**src/rtl/id_exe_latch_pkg.sv**
```systemverilog
// Shared micro-op and register ids for the ID/EXE boundary, plus the latch state encoding.
// Opcode and register values mirror the core's uISA definitions; nothing new is introduced here.
package id_exe_latch_pkg;

  localparam logic [5:0] NOP_op = 6'h00;
  localparam logic [5:0] LD_op  = 6'h01;
  localparam logic [5:0] IN_op  = 6'h02;
  localparam logic [5:0] ADD_op = 6'h03;

  localparam logic [4:0] rR0  = 5'd0;
  localparam logic [4:0] rAF  = 5'd1;
  localparam logic [4:0] rBC  = 5'd2;
  localparam logic [4:0] rDE  = 5'd3;
  localparam logic [4:0] rHL  = 5'd4;
  localparam logic [4:0] rSP  = 5'd5;
  localparam logic [4:0] rA   = 5'd6;
  localparam logic [4:0] rB   = 5'd7;
  localparam logic [4:0] rT32 = 5'd31;

  localparam int BCNT_W = 16;

  typedef enum logic [1:0] {
    RUN    = 2'd0,
    BUBBLE = 2'd1,
    HOLD   = 2'd2
  } state_t;

endpackage

```
**src/rtl/id_exe_latch_sat_counter16.sv**
```systemverilog
// 16-bit event counter that sticks at all-ones; synchronous active-high clear.
// Latency 1 cycle from en_i to cnt_o; no backpressure.
module sat_counter16
  import id_exe_latch_pkg::*;
(
  input  logic              clk_i,
  input  logic              rst_i,
  input  logic              en_i,
  output logic [BCNT_W-1:0] cnt_o
);

  logic [BCNT_W-1:0] cnt_q, cnt_d;

  always_comb begin
    cnt_d = cnt_q;
    if (en_i && (cnt_q != {BCNT_W{1'b1}})) cnt_d = cnt_q + 1'b1;
  end

  always_ff @(posedge clk_i) begin
    if (rst_i) cnt_q <= '0;
    else       cnt_q <= cnt_d;
  end

  assign cnt_o = cnt_q;

endmodule

```
**src/rtl/id_exe_latch.sv**
```systemverilog
// ID->EXE pipeline register: one-cycle latency; mem_stall freezes it, load-use bubble injects a NOP, flush kills.
// ID_stall holds IF/ID on mem_stall or an unflushed bubble. DEP_BUBBLE_CNT_EN enables the bubble counter.
module id_exe_latch
  import id_exe_latch_pkg::*;
#(
  parameter int IMM_W = 16,
  parameter int PC_W  = 16
) (
  input  logic             clk,
  input  logic             reset,
  input  logic             ID_valid,
  input  logic [5:0]       ID_opcode,
  input  logic [4:0]       ID_Wr_id,
  input  logic [7:0]       ID_Fmask,
  input  logic [4:0]       ID_Rd0_id,
  input  logic [4:0]       ID_Rd1_id,
  input  logic [IMM_W-1:0] ID_imm,
  input  logic [PC_W-1:0]  ID_pc,
  input  logic             bubble,
  input  logic             mem_stall,
  input  logic             flush,
  output logic             EXE_valid,
  output logic [5:0]       EXE_opcode,
  output logic [4:0]       EXE_Wr_id,
  output logic [7:0]       EXE_Fmask,
  output logic [4:0]       EXE_Rd0_id,
  output logic [4:0]       EXE_Rd1_id,
  output logic [IMM_W-1:0] EXE_imm,
  output logic [PC_W-1:0]  EXE_pc,
  output logic             ID_stall,
  output logic [15:0]      bubble_cnt
);

  state_t           state_q, state_d;
  logic             load_nop, load_id;
  logic             valid_q;
  logic [5:0]       opcode_q;
  logic [4:0]       wr_id_q, rd0_id_q, rd1_id_q;
  logic [7:0]       fmask_q;
  logic [IMM_W-1:0] imm_q;
  logic [PC_W-1:0]  pc_q;

  // Priority: flush > mem_stall > bubble > normal advance.
  always_comb begin
    state_d  = state_q;
    load_nop = 1'b0;
    load_id  = 1'b0;
    if (flush) begin
      state_d  = RUN;
      load_nop = 1'b1;
    end else if (mem_stall) begin
      state_d  = HOLD;
    end else if (bubble) begin
      state_d  = ID_valid ? BUBBLE : RUN;
      load_nop = 1'b1;
    end else begin
      state_d  = RUN;
      load_id  = 1'b1;
    end
  end

  always_ff @(posedge clk) begin
    if (reset) state_q <= RUN;
    else       state_q <= state_d;
  end

  always_ff @(posedge clk) begin
    if (reset || load_nop) begin
      valid_q  <= 1'b0;
      opcode_q <= NOP_op;
      wr_id_q  <= rR0;
      fmask_q  <= 8'h00;
      rd0_id_q <= rR0;
      rd1_id_q <= rR0;
      imm_q    <= '0;
      pc_q     <= '0;
    end else if (load_id) begin
      valid_q  <= ID_valid;
      opcode_q <= ID_opcode;
      wr_id_q  <= ID_Wr_id;
      fmask_q  <= ID_Fmask;
      rd0_id_q <= ID_Rd0_id;
      rd1_id_q <= ID_Rd1_id;
      imm_q    <= ID_imm;
      pc_q     <= ID_pc;
    end
  end

  assign EXE_valid  = valid_q;
  assign EXE_opcode = opcode_q;
  assign EXE_Wr_id  = wr_id_q;
  assign EXE_Fmask  = fmask_q;
  assign EXE_Rd0_id = rd0_id_q;
  assign EXE_Rd1_id = rd1_id_q;
  assign EXE_imm    = imm_q;
  assign EXE_pc     = pc_q;

  // A flushed bubble must not stall: IF has to fetch the branch target.
  assign ID_stall = mem_stall | (bubble & ID_valid & ~flush);

`ifdef DEP_BUBBLE_CNT_EN
  logic cnt_inc;
  assign cnt_inc = (state_d == BUBBLE);

  sat_counter16 u_bubble_cnt (
    .clk_i (clk),
    .rst_i (reset),
    .en_i  (cnt_inc),
    .cnt_o (bubble_cnt)
  );
`else
  assign bubble_cnt = 16'h0000;
`endif

endmodule

```
**config.mk**
```make
export PLATFORM = sky130hd
export DESIGN_NAME = id_exe_latch
export DESIGN_NICKNAME = d
export VERILOG_FILES = /design/src/rtl/id_exe_latch_pkg.sv /design/src/rtl/id_exe_latch_sat_counter16.sv /design/src/rtl/id_exe_latch.sv
export SDC_FILE = /design/constraint.sdc
export NUM_CORES = 1
export LEC_CHECK = 0
export BUFFER_PORTS_ARGS = -buffer_cell sky130_fd_sc_hd__buf_2
export CELL_PAD_IN_SITES_DETAIL_PLACEMENT = 2
export CELL_PAD_IN_SITES_GLOBAL_PLACEMENT = 2
export CORE_MARGIN = 5
export CORE_UTILIZATION = 24
export DETAILED_ROUTE_END_ITERATION = 16
export PLACE_DENSITY = 0.92
export SLEW_MARGIN = 5
export SYNTH_ARGS = -nofsm -noshare
export SYNTH_HDL_FRONTEND = slang
export SYNTH_SLANG_ARGS = --single-unit
```
**constraint.sdc**
```tcl
create_clock -name clk -period 1.4 [get_ports clk]
set_clock_uncertainty 0.2 [all_clocks]
set_input_delay 0.07 -clock clk [delete_from_list [all_inputs] [get_ports clk]]
set_output_delay 0.07 -clock clk [all_outputs]
set_load 0.01 [all_outputs]
```
==> results_dict.tcl <==
set metrics [dict create \
    postCtsHoldBufs 62 \
    critPathBufInv 3 \
    worst_setup_path_start_kind "input pin" \
    grt_pass1_vias 3186 \
    fillCellCount 1185 \
    ys_warn_count 0 \
    hold_depth 4 \
    ant_nets 0 \
    hold_end "EXE_pc[12]" \
    hold_start "mem_stall" \
    synthToLayoutAreaGrowth_pct 56.1 \
    worstPathCellList "dlygate4sd3_1, buf_2, a31o_1, buf_2" \
    top_layer_used "met5" \
    gp_congestion 0.676 \
    die_w_um 115 \
    synth_ff_type "dfxtp_1" \
    io_pins 146 \
    via_per_inst 4.44 \
    clk_path_buf_depth 2 \
    fmax_ghz 0.753 \
    yosysTopAreaCell "dfxtp_1" \
    yosysUniqueCellTypes 12 \
    power_w 0.00388 \
    grt_overflow_total 0 \
    insertion_delay_ps 340 \
    postSynth.asyncResetShare 0 \
    seq_area_frac_synth 0.471 \
    dr.first_iter.drc_count 73 \
    min_period_ps 1330 \
    post-dp-hpwl_mm 6.48 \
    critical_path.most_common_cell "buf_2" \
    hold_viol 0 \
    netlist_instances 295 \
    synth_top_area_frac 0.471 \
    wl_per_cell_um 16.5 \
    totalWireLength_mm 10.2 \
    drt_pre_antenna_iters 4 \
    nets 542 \
    drive_above_1_share 0.313 \
    maxSlewViolCount 0 \
    crit_type "in -> out" \
    grt_max_degree 65 \
    grt.total_usage 0.156 \
    cp_slowest_cell "dlygate4sd3_1" \
    cts_tree "built" \
    io_buffers 129 \
    cp_max_fo 2 \
    synth_edf_count 0 \
    worstPathRequired_ps 1130 \
    antenna_found_initial 2 \
    cts_num_sinks 62 \
    ys_ff_latch 62 \
    drt-met1-wl_mm 3.72 \
    cp-startpoint "ID_valid" \
    r2r-start "EXE_opcode[0]" \
    die_h_um 115 \
    instances_no_fill 621 \
    dpl.cell_count 542 \
    status "completed" \
    cts_inserted_buffers 9 \
    setup_viol 0 \
    setup-tns-final_ps 0 \
    wl_met3_um 571 \
    maxCapViolCount 0 \
    r2r_setup_slack_ps 520 \
    rsz0062_at_grt "no" \
    drc 0 \
    p_leak_nw 1.81 \
    post_cts_resized 0 \
    power_density_nw_per_um2 942 \
    synth_commonest_cells "62 x a21oi_1, 62 x dfxtp_1, 62 x nand2_1, 62 x or3b_1, 16 x buf_4" \
    max-vdd-ir-drop_uv 352 \
    rows 38 \
    yosys-top-cells-area "dfxtp_1 47%, or3b_1 21%, a21oi_1 12%" \
    syn-cell-area_um2 2640 \
    clkTransAtPathRegs_ps 70 \
    end_kind "output pin" \
    grt_pass1_wl_mm 16.0 \
    ff2ff_path_depth 2 \
    fin_ws_ps 72.8 \
    fin_crit_sh 0.948 \
    critical_path.top_delay_family "buffers and inverters" \
    via_count 2756 \
    dp_slack_ps 120 \
    timing.rr.end "EXE_opcode[0]" \
    postCtsSetupRepairBufs 0 \
    dieArea_um2 13200 \
    hold_class "in -> reg" \
    critical_path_arrival_ps 1060 \
    routed-wl-met2_mm 5.63 \
    htree_levels 3 \
    start_util 0.244 \
    cts_root_buf "clkbuf_8" \
    syn_area_per_cell_um2 8.94 \
    core_um2 10800 \
    cpPeakStageDelay_ps 540 \
]
-- sequential cells by signal, summed over array words and instances, names as in the netlist --
name and count:
EXE_Wr_id 5, EXE_pc 16, EXE_Rd1_id 5, EXE_Fmask 8, EXE_opcode 6, EXE_imm 16, EXE_Rd0_id 5, EXE_valid 1
-- routing by layer --
| metal | vias to the layer above | global-route usage |
|---|---|---|
| li1 | 1342 | - |
| met1 | 1287 | 0.153 |
| met2 | 99 | 0.305 |
| met3 | 26 | 0.0384 |
| met4 | 2 | 0.0728 |
| met5 | - | 0 |
-- layout by cell type, fill, tap and decap left out, types with 2 or more instances in the layout --
cell type,count
a21oi_1,62
or3b_1,62
conb_1,16
clkinv_2,4
clkbuf_8,9
buf_4,4
dfxtp_1,62
dlygate4sd3_1,62
buf_2,128
nand2_1,62
buf_12,3
clkbuf_1,2
-- kinds of logic (layout without fill, tap and decap cells) --
kind of cell | count (synthesis) | count (layout) | share of synthesized area
AOI/OAI and AO/OA | 63 | 63 | 0.121
buffers and inverters | 44 | 214 | 0.110
DFF | 62 | 62 | 0.471
other | 1 | 17 | 0.00142
and+or+nand+nor | 125 | 125 | 0.297
-- final cells by class --
cell class              instances  area [um^2]  share of cell area
repair buffers                197         1350               0.328
flip-flops and latches         62         1240               0.302
multi-input cells             204         1160               0.282
well taps                     140          175              0.0426
clock buffers                  11          131              0.0319
clock inverters                 5         50.0              0.0122
inverters                       1         3.75            0.000912
diodes                          1         2.50            0.000608
-- per-stage QoR --
| stage | hold slack [ps] | cell area, um^2 | util |
|---|---|---|---|
| after global routing | 50.4 | 4120 | 0.381 |
| after floorplan | 51.6 | 2690 | - |
| after CTS | 17.5 | 4110 | 0.381 |
| after global placement | 212 | 3310 | 0.307 |
| after detailed placement | 220 | 3310 | 0.307 |
| final | 42.1 | 4120 | 0.381 |
-- worst reg2reg max path, stage by stage, from the launching register on --
cell	delay, ps
dfxtp_1	350
nand2_1	70
a21oi_1	180
-- power by group --
group	internal (W)	switching (W)	leakage, nW
clock network	0.000812	0.000707	0.0969
registers	0.00180	0.0000190	0.502
logic	0.000290	0.000251	1.21
-- how the worst max path moves through the flow --
stage,end,depth (start not counted)
floorplan,EXE_Rd0_id[2],4
global placement,EXE_Fmask[3],4
detailed placement,EXE_opcode[0],4
CTS,ID_stall,4
global route,ID_stall,4
finish,ID_stall,4
No activity file was read; power rests on OpenSTA's default activity.
